<file path="src/rtl/pong_pkg.sv">
// Shared Pong types and constants: FSM state encoding, winner codes, default
// winning score, screen geometry and small helpers.
package pong_pkg;

  typedef enum logic [2:0] {
    ST_IDLE       = 3'd0,
    ST_SERVE_WAIT = 3'd1,
    ST_PLAY       = 3'd2,
    ST_POINT      = 3'd3,
    ST_GAME_OVER  = 3'd4
  } state_t;

  localparam logic [1:0] WIN_NONE = 2'b00;
  localparam logic [1:0] WIN_P1   = 2'b01;
  localparam logic [1:0] WIN_P2   = 2'b10;

  localparam int DEFAULT_WIN_SCORE = 7;

  localparam int SCREEN_W = 640;
  localparam int SCREEN_H = 480;

  function automatic int max_int(input int a, input int b);
    return (a > b) ? a : b;
  endfunction

  // Scores stop at the winning score, so the 4-bit register can never wrap.
  function automatic logic [3:0] score_inc(input logic [3:0] s, input logic [3:0] lim);
    return (s >= lim) ? lim : s + 4'd1;
  endfunction

endpackage

</file>
<file path="src/rtl/pong_game_ctrl_sync_edge_det.sv">
// Two-flop synchroniser followed by a registered edge detector; RISE selects
// rising (1) or falling (0) edge. The pulse lands 3 clk after the input edge.
module sync_edge_det #(
  parameter bit RISE = 1'b1
) (
  input  logic clk,
  input  logic reset,
  input  logic din,
  output logic pulse
);

  logic s0, s1, s2;

  always_ff @(posedge clk or negedge reset) begin
    if (!reset) begin
      s0    <= 1'b0;
      s1    <= 1'b0;
      s2    <= 1'b0;
      pulse <= 1'b0;
    end else begin
      s0    <= din;
      s1    <= s0;
      s2    <= s1;
      pulse <= RISE ? (s1 & ~s2) : (~s1 & s2);
    end
  end

endmodule

</file>
<file path="src/rtl/pong_game_ctrl.sv">
// Pong match sequencer: serve hold, miss-to-score conversion, match end.
// Build option PONG_AUTO_SERVE_EN: serve automatically once the serve delay expires.
//
// state         | meaning
// ST_IDLE       | power-up, ball held, waiting for first serve press
// ST_SERVE_WAIT | ball centred, counting frames until serve is allowed
// ST_PLAY       | ball moving, misses sampled on frame ticks
// ST_POINT      | ball frozen for the post-point pause
// ST_GAME_OVER  | winner shown, scores frozen until next serve press
module pong_game_ctrl
  import pong_pkg::*;
#(
  parameter int WIN_SCORE          = DEFAULT_WIN_SCORE,
  parameter int SERVE_DELAY_FRAMES = 60,
  parameter int POINT_PAUSE_FRAMES = 90
) (
  input  logic       clk,
  input  logic       reset,
  input  logic       vsync,
  input  logic       serve_btn,
  input  logic       miss_left,
  input  logic       miss_right,
  output logic       ball_hold,
  output logic       serve_dir,
  output logic [3:0] score_p1,
  output logic [3:0] score_p2,
  output logic [1:0] winner,
  output logic [2:0] game_state
);

  localparam int CNT_W = $clog2(max_int(SERVE_DELAY_FRAMES, POINT_PAUSE_FRAMES) + 1);
  localparam logic [CNT_W-1:0] SERVE_CNT = CNT_W'(SERVE_DELAY_FRAMES);
  localparam logic [CNT_W-1:0] PAUSE_CNT = CNT_W'(POINT_PAUSE_FRAMES);
  localparam logic [3:0]       WIN4      = 4'(WIN_SCORE);

  logic             frame_tick;
  logic             serve_evt;
  state_t           state;
  logic [CNT_W-1:0] frame_cnt;
  logic [CNT_W-1:0] cnt_limit;
  logic [CNT_W-1:0] cnt_adv;
  logic             serve_go;

  sync_edge_det #(.RISE(1'b0)) u_vsync_det (
    .clk   (clk),
    .reset (reset),
    .din   (vsync),
    .pulse (frame_tick)
  );

  sync_edge_det #(.RISE(1'b1)) u_serve_det (
    .clk   (clk),
    .reset (reset),
    .din   (serve_btn),
    .pulse (serve_evt)
  );

  // Counter saturates at the current state's target so a manual serve can wait forever.
  always_comb begin
    cnt_limit = (state == ST_POINT) ? PAUSE_CNT : SERVE_CNT;
    cnt_adv   = frame_cnt;
    if (frame_tick && (frame_cnt < cnt_limit))
      cnt_adv = frame_cnt + CNT_W'(1);
`ifdef PONG_AUTO_SERVE_EN
    serve_go = frame_tick && (cnt_adv == SERVE_CNT);
`else
    serve_go = serve_evt && (cnt_adv == SERVE_CNT);
`endif
  end

  always_ff @(posedge clk or negedge reset) begin
    if (!reset) begin
      state      <= ST_IDLE;
      game_state <= ST_IDLE;
      frame_cnt  <= '0;
      ball_hold  <= 1'b1;
      serve_dir  <= 1'b1;
      score_p1   <= 4'd0;
      score_p2   <= 4'd0;
      winner     <= WIN_NONE;
    end else begin
      case (state)
        ST_IDLE, ST_GAME_OVER: begin
          if (serve_evt) begin
            score_p1   <= 4'd0;
            score_p2   <= 4'd0;
            winner     <= WIN_NONE;
            serve_dir  <= 1'b1;
            frame_cnt  <= '0;
            ball_hold  <= 1'b1;
            state      <= ST_SERVE_WAIT;
            game_state <= ST_SERVE_WAIT;
          end
        end
        ST_SERVE_WAIT: begin
          frame_cnt <= cnt_adv;
          if (serve_go) begin
            frame_cnt  <= '0;
            ball_hold  <= 1'b0;
            state      <= ST_PLAY;
            game_state <= ST_PLAY;
          end
        end
        ST_PLAY: begin
          if (frame_tick && (miss_left || miss_right)) begin
            if (miss_left) begin
              score_p2  <= score_inc(score_p2, WIN4);
              serve_dir <= 1'b0;
            end else begin
              score_p1  <= score_inc(score_p1, WIN4);
              serve_dir <= 1'b1;
            end
            frame_cnt  <= '0;
            ball_hold  <= 1'b1;
            state      <= ST_POINT;
            game_state <= ST_POINT;
          end
        end
        ST_POINT: begin
          frame_cnt <= cnt_adv;
          if (cnt_adv == PAUSE_CNT) begin
            frame_cnt <= '0;
            ball_hold <= 1'b1;
            if (score_p1 == WIN4) begin
              winner     <= WIN_P1;
              state      <= ST_GAME_OVER;
              game_state <= ST_GAME_OVER;
            end else if (score_p2 == WIN4) begin
              winner     <= WIN_P2;
              state      <= ST_GAME_OVER;
              game_state <= ST_GAME_OVER;
            end else begin
              state      <= ST_SERVE_WAIT;
              game_state <= ST_SERVE_WAIT;
            end
          end
        end
        default: begin
          frame_cnt  <= '0;
          ball_hold  <= 1'b1;
          state      <= ST_IDLE;
          game_state <= ST_IDLE;
        end
      endcase
    end
  end

endmodule

</file>
<file path="config.mk">
export PLATFORM = sky130hd
export DESIGN_NAME = pong_game_ctrl
export DESIGN_NICKNAME = d
export VERILOG_FILES = /design/src/rtl/pong_pkg.sv /design/src/rtl/pong_game_ctrl_sync_edge_det.sv /design/src/rtl/pong_game_ctrl.sv
export SDC_FILE = /design/constraint.sdc
export NUM_CORES = 1
export LEC_CHECK = 0
export CORE_UTILIZATION = 45
export CTS_BUF_LIST = sky130_fd_sc_hd__clkbuf_4 sky130_fd_sc_hd__clkbuf_8
export DETAILED_ROUTE_END_ITERATION = 10
export DONT_BUFFER_PORTS = 1
export PLACE_DENSITY = 0.59
export SYNTH_ARGS = -nofsm -noshare
export SYNTH_HDL_FRONTEND = slang
export SYNTH_HIERARCHICAL = 1
export SYNTH_SLANG_ARGS = --single-unit
</file>
<file path="constraint.sdc">
create_clock -name clk -period 3.35 [get_ports clk]
set_input_delay 0.67 -clock clk [delete_from_list [all_inputs] [get_ports clk]]
set_output_delay 0.67 -clock clk [all_outputs]
set_load 0.05 [all_outputs]
</file>
==> impl_metrics.ini, run 1 <==
[timing]
worst_clock_skew_ps = 3.67
finalHoldViolations = 0
period_share = 0.928
finalCriticalPeriod_ps = 3110
max-slew-margin-rel = 0.629
setup_repair_after_global_routing_missed_its_margin = no
tns_ps = 0
timing.final.max_slew_violations = 0
setup_viol_count_final = 0
worst_slew_pin_slew_ps = 557
setup_slack_ps = 241
fmax_mhz = 322

[drt]
detailroute.via_count = 1339
dr.first_iter.drc_count = 125
routed_wire_length_per_instance_um = 16.1
route.final.wire_length_um = 3610
detail-route-antenna-nets = 0
via_per_inst = 5.98
post-route-drc-count = 0
detailedRoute.firstPassIterationCount = 4

[clock_tree]
cts_setup_buffers = 0
worstSkewPairLatency_ps = 280
tritoncts = built
cts.sinks = 30
post_cts_hold_buffer_count = 0
cts_made_buffers = 5
clkSlewWorstSetupHoldPaths_ps = 60
cts_htree_levels = 2
clockRootBuffer = sky130_fd_sc_hd__clkbuf_8
number_of_buffers_between_clock_root_and_the_deepest_sink = 2
cts-resized-gates = 0

[logic_synthesis]
mapped_cell_area_um2 = 1700
synth.cells.most_frequent = 28 x sky130_fd_sc_hd__dfrtp_1, 24 x sky130_fd_sc_hd__nand2_1, 13 x sky130_fd_sc_hd__nor2_1
synth_area_in_adders = 0.0295
ys_warn_count = 6
postSynthAreaPerCell_um2 = 9.81
synthFlopType = sky130_fd_sc_hd__dfrtp_1
synth_xor_area_frac = 0.0103
synthesized_netlist_cell_count = 173
post_synthesis_mux_area_share = 0.00590
yosysMostFrequentCell = sky130_fd_sc_hd__dfrtp_1
synth-edff-count = 0
synth_fp_nets = 183
synth_simple_gate_area_frac = 0.222
synth.yosys.seq_area_share = 0.444
yosysTopAreaCellShare = 0.413
synthArstFlopShare = 1.00
main_combinational_cell_family_by_area_after_synthesis = compound AO/OA/AOI/OAI gates
synth.distinct_cells = 55
synth_compound_area_frac = 0.243
yosys.area.top_type = sky130_fd_sc_hd__dfrtp_1
synthTopCellsByArea = sky130_fd_sc_hd__dfrtp_1 41%, sky130_fd_sc_hd__nand2_1 5.3%, sky130_fd_sc_hd__o21ai_0 3.5%
ys_seq_elements = 30

[placed_design]
place_congestion = 0.900
pre_cts_setup_slack_ps = 288
dp.final_hpwl_um = 2670
post_placement_cell_area_um2 = 1720
io_buffers = 0

[worst_setup_path]
worstPathArrival_ps = 3300
end_kind = register
required_ps = 3540
critical_path.reg2reg.startpoint = state[2]$_DFFE_PN0P_
reg2reg_setup_slack_ps = 240
worstSetupStartpoint = state[2]$_DFFE_PN0P_
worst-setup-path-type = register to register
critical_path.max_fanout = 8
worst_setup_path_start_kind = register
r2r-end = frame_cnt[3]$_DFFE_PN0P_
crit_path_end = frame_cnt[3]$_DFFE_PN0P_
r2r.worst_path.cells = 11

[global_routing]
track_usage = 0.206
grt_pass1_vias = 1361
number_of_antenna_violations_at_the_first_check_in_global_routing = 0
grt_pass1_wl_um = 6350
gr-total-overflow = 0
grt_max_degree = 31

[die]
die_h_um = 63.4
fp.dieW_um = 63.4
rows = 21
io_pins = 21
core_area_um2 = 3470
dieArea_um2 = 4020
initial_utilization = 0.489

[cells_and_area]
finish.utilization = 0.524
layout-area-overhead-vs-synth_pct = 7.08
final_net_count = 187
finalInstanceArea_um2 = 1820
antenna_fix_cells = 0
drive_above_1_share = 0.169

[worst_hold_path]
min-delay-path-class = input pin to async pin

[power]
total_power_mw = 1.39
power_per_cell_area_nw_per_um2 = 768
power.static_leakage_nw = 0.849
ir_drop_uv = 474

[run_status]
outcome = finished, final reports clean

[flow_run]
maxCapViolations = 0
[report_power, final]
part	internal, mW	total (mW)	switching, mW
clock network	0.173	0.304	0.131
registers	0.448	0.722	0.274
logic	0.152	0.368	0.216
total	0.773	1.39	0.621
[layer usage]
layer  vias up  part of all wire  track usage
li1        640                 -            -
met1       645              0.43        0.254
met2        39              0.48        0.319
met3        15             0.053       0.0562
met4         0             0.038        0.125
met5         -                 0            0
[placed cells by master (no fill, tap or decap), types with 4 or more instances in the layout]
master	Yosys	routed
sky130_fd_sc_hd__a21o_1	4	4
sky130_fd_sc_hd__o31ai_1	4	4
sky130_fd_sc_hd__dfrtp_1	28	28
sky130_fd_sc_hd__nand2_1	24	24
sky130_fd_sc_hd__clkbuf_8	1	6
sky130_fd_sc_hd__nand2b_1	4	4
sky130_fd_sc_hd__a21oi_1	5	5
sky130_fd_sc_hd__nor3_1	6	6
sky130_fd_sc_hd__ha_1	4	4
sky130_fd_sc_hd__nor2_1	13	13
sky130_fd_sc_hd__buf_4	1	4
sky130_fd_sc_hd__inv_1	4	4
sky130_fd_sc_hd__o21ai_0	12	12
[sequential cells by signal, summed over array words and instances (netlist names), 2 cells and up]
| register | count |
|---|---|
| frame_cnt | 7 |
| score_p1 | 4 |
| score_p2 | 4 |
| state | 3 |
| winner | 2 |
[through the flow]
step,std cells,hold WS [ps]
finish,224,78.3
global route,224,66.8
CTS,224,69.5
detailed placement,216,335
global placement,216,332
floorplan,173,331
[kinds of logic (layout without fill, tap and decap cells)]
group / after synthesis / in the layout
and+or+nand+nor: 69 / 69
AOI/OAI and AO/OA: 56 / 56
DFF: 30 / 30
buffers and inverters: 11 / 16
adders and majority gates: 4 / 4
xor gates and xnor gates: 2 / 2
muxes: 1 / 1
[how the worst min path moves through the flow]
stage                                  start                        to  slack (ps)
detailed placement  u_vsync_det/s0$_DFF_PN0_  u_vsync_det/s1$_DFF_PN0_         330
CTS                                    reset  u_serve_det/s0$_DFF_PN0_          70
finish                                 reset  frame_cnt[2]$_DFFE_PN0P_          80
floorplan           u_serve_det/s0$_DFF_PN0_  u_serve_det/s1$_DFF_PN0_         330
global route                           reset   score_p2[2]$_DFFE_PN0P_          70
global placement    u_vsync_det/s0$_DFF_PN0_  u_vsync_det/s1$_DFF_PN0_         330
[critical path: stages, from the launching register on]
cell and delay [ps]:
sky130_fd_sc_hd__dfrtp_1 370, sky130_fd_sc_hd__and3b_1 270, sky130_fd_sc_hd__inv_1 140, sky130_fd_sc_hd__ha_1 340, sky130_fd_sc_hd__and4_4 180, sky130_fd_sc_hd__a2111o_1 460, sky130_fd_sc_hd__nor3_2 140, sky130_fd_sc_hd__xnor2_1 260
sky130_fd_sc_hd__nor3b_2 100, sky130_fd_sc_hd__a31oi_2 420, sky130_fd_sc_hd__nor2_1 130, sky130_fd_sc_hd__o211ai_1 210
[layout make-up]
cell class,instances,area [um2]
clock buffer,7,90.1
clock inverter,1,5.00
fill,330,1650
inverter,4,15.0
multi-input combinational,132,866
sequential,30,753
tap,46,57.6
timing repair buffer,4,30.0
(Power assumes the default switching activity.)
==> inputs of run 2 (changes only) <==
--- a/config.mk
+++ b/config.mk
@@ -9,7 +9,9 @@
 export CTS_BUF_LIST = sky130_fd_sc_hd__clkbuf_4 sky130_fd_sc_hd__clkbuf_8
 export DETAILED_ROUTE_END_ITERATION = 10
 export DONT_BUFFER_PORTS = 1
+export GPL_TIMING_DRIVEN = 0
 export PLACE_DENSITY = 0.59
+export SLEW_MARGIN = 15
 export SYNTH_ARGS = -nofsm -noshare
 export SYNTH_HDL_FRONTEND = slang
 export SYNTH_HIERARCHICAL = 1
==> impl_metrics.ini, run 2 (synthesis gave the netlist of run 1 again) <==
[drt]
detail-route-antenna-nets = 0
via_per_inst = 5.79
uppermost_signal_routing_layer_after_detailed_routing = met4
dr.first_iter.drc_count = 73
detailroute.via_count = 1344
post-route-drc-count = 0
met3WireLength_um = 167
routed_wire_length_per_instance_um = 15.9
route.final.wire_length_um = 3680
route.layer.met1.wl_um = 1670
detailedRoute.firstPassIterationCount = 5
detailroute.wirelength.met2_um = 1790

[global_routing]
track_usage = 0.204
grt_pass1_wl_um = 6350
gr-total-overflow = 0
grt_pass1_vias = 1334
grt_max_degree = 31
number_of_antenna_violations_at_the_first_check_in_global_routing = 0

[power]
clock_power_share = 0.226
pwr-share-seq = 0.491
total_power_mw = 1.49
p_switching_mw = 0.643
power_per_cell_area_nw_per_um2 = 762
power_switching_share = 0.432
combinationalPowerShare = 0.282
design_internal_power_mw = 0.846
power.static_leakage_nw = 0.891
ir_drop_uv = 517

[worst_setup_path]
end_kind = register
worst_setup_path_start_kind = register
reg2reg_setup_slack_ps = 160
critical_path.max_fanout = 8
worst-setup-path-type = register to register
required_ps = 3510
worstPathArrival_ps = 3360

[worst_hold_path]
min-delay-path-class = input pin to async pin

[cells_and_area]
most_common_cell_after_layout_fill_and_taps_aside = sky130_fd_sc_hd__dfrtp_1
mostFrequentLayoutCells = 25 x sky130_fd_sc_hd__dfrtp_1, 24 x sky130_fd_sc_hd__nand2_1, 13 x sky130_fd_sc_hd__nor2_1, 11 x sky130_fd_sc_hd__o21ai_0, 9 x sky130_fd_sc_hd__clkbuf_8
final_net_count = 195
antenna_fix_cells = 0
drive_above_1_share = 0.237
finish.utilization = 0.563
most_flops_register = frame_cnt
largest_register_ffs = 7
finalNonFillerCells = 232
filler_cell_count = 324
layout-area-overhead-vs-synth_pct = 15.2
layout_top_registers = frame_cnt (7), score_p1 (4), score_p2 (4)
finalInstanceArea_um2 = 1950

[die]
initial_utilization = 0.489
dieArea_um2 = 4020
core_area_um2 = 3470
io_pins = 21
die_h_um = 63.4
fp.dieW_um = 63.4
rows = 21

[clock_tree]
cts_made_buffers = 5
clkSlewWorstSetupHoldPaths_ps = 60
clockRootBuffer = sky130_fd_sc_hd__clkbuf_8
cts_htree_levels = 2
cts.sinks = 30
post_cts_hold_buffer_count = 0
number_of_buffers_between_clock_root_and_the_deepest_sink = 2
tritoncts = built
worstSkewPairLatency_ps = 280

[timing]
setup_slack_ps = 158
period_share = 0.953
finalHoldViolations = 0
setup_viol_count_final = 0
worst_clock_skew_ps = 1.96
fmax_mhz = 313
timing.final.max_slew_violations = 0
worst_slew_pin_slew_ps = 560
finalCriticalPeriod_ps = 3190
max-slew-margin-rel = 0.627

[placed_design]
io_buffers = 0
placedCellCount = 219
dp.final_hpwl_um = 2610
post_placement_cell_area_um2 = 1750
pre_cts_setup_slack_ps = -240
place_congestion = 0.792

[run_status]
outcome = finished, final reports clean

[flow_run]
maxCapViolations = 0
run 2: critical path, stage by stage (launching register included):
cell and delay [ps]:
sky130_fd_sc_hd__dfrtp_2 520, sky130_fd_sc_hd__buf_6 170, sky130_fd_sc_hd__and3b_2 230, sky130_fd_sc_hd__inv_4 100, sky130_fd_sc_hd__ha_1 260, sky130_fd_sc_hd__and4_4 190, sky130_fd_sc_hd__a2111o_1 400, sky130_fd_sc_hd__nor3_2 260
sky130_fd_sc_hd__xnor2_2 170, sky130_fd_sc_hd__nor3b_2 260, sky130_fd_sc_hd__a31oi_4 200, sky130_fd_sc_hd__a211oi_2 250, sky130_fd_sc_hd__nor2_1 80
run 2: worst paths after layout:
path	start	to	cells after the start
worst min-delay path	reset	u_vsync_det/pulse$_DFF_PN0_	0
worst max-delay path	state[1]$_DFFE_PN0P_	frame_cnt[2]$_DFFE_PN0P_	12
min in group clk	u_vsync_det/s0$_DFF_PN0_	u_vsync_det/s1$_DFF_PN0_	0
worst max register to register	state[1]$_DFFE_PN0P_	frame_cnt[2]$_DFFE_PN0P_	12
worst min register to register	u_vsync_det/s0$_DFF_PN0_	u_vsync_det/s1$_DFF_PN0_	0
max in group asynchronous	reset	ball_hold$_DFFE_PN1P_	0
run 2: timing repair:
action	in CTS	in global routing
resized for setup	8	5
pin swaps	0	5
buffers inserted	0	5
endpoints found under the setup margin	12	10
run 2: cell type report:
type	count	area, um2	share of cell area
buffer	7	62.6	0.0320
multi-input combinational	132	912	0.467
clock buffer	8	110	0.0563
sequential	30	757	0.387
inverter	4	17.5	0.00896
timing repair buffer	5	37.5	0.0192
tap	46	57.6	0.0294
run 2: layer usage:
| metal | vias to the layer above | GRT usage |
|---|---|---|
| li1 | 658 | - |
| met1 | 651 | 0.258 |
| met2 | 29 | 0.331 |
| met3 | 6 | 0.0598 |
| met4 | 0 | 0.0682 |
| met5 | - | 0 |
run 2: per-stage QoR:
stage | setup TNS [ps] | hold WS, ps
global placement | -1520 | 333
CTS | 0 | 68.6
floorplan | 0 | 331
global route | -8.01 | 65.8
finish | 0 | 80.5
detailed placement | -1660 | 337
run 2: power groups by stage:
stage,sequential (mW),clock [mW],combinational (mW)
2_1_floorplan,0.711,0,0.306
3_3_place_gp,0.734,0,0.364
3_5_place_dp,0.737,0,0.374
4_1_cts,0.732,0.348,0.392
5_1_grt,0.745,0.358,0.476
6_report,0.732,0.337,0.420
==> inputs of run 3 (changes only) <==
--- a/config.mk
+++ b/config.mk
@@ -11,7 +11,6 @@
 export DONT_BUFFER_PORTS = 1
 export GPL_TIMING_DRIVEN = 0
 export PLACE_DENSITY = 0.59
-export SLEW_MARGIN = 15
 export SYNTH_ARGS = -nofsm -noshare
 export SYNTH_HDL_FRONTEND = slang
 export SYNTH_HIERARCHICAL = 1
==> results of run 3 <==
Final layout, timing and power as in run 2 (identical DEF).
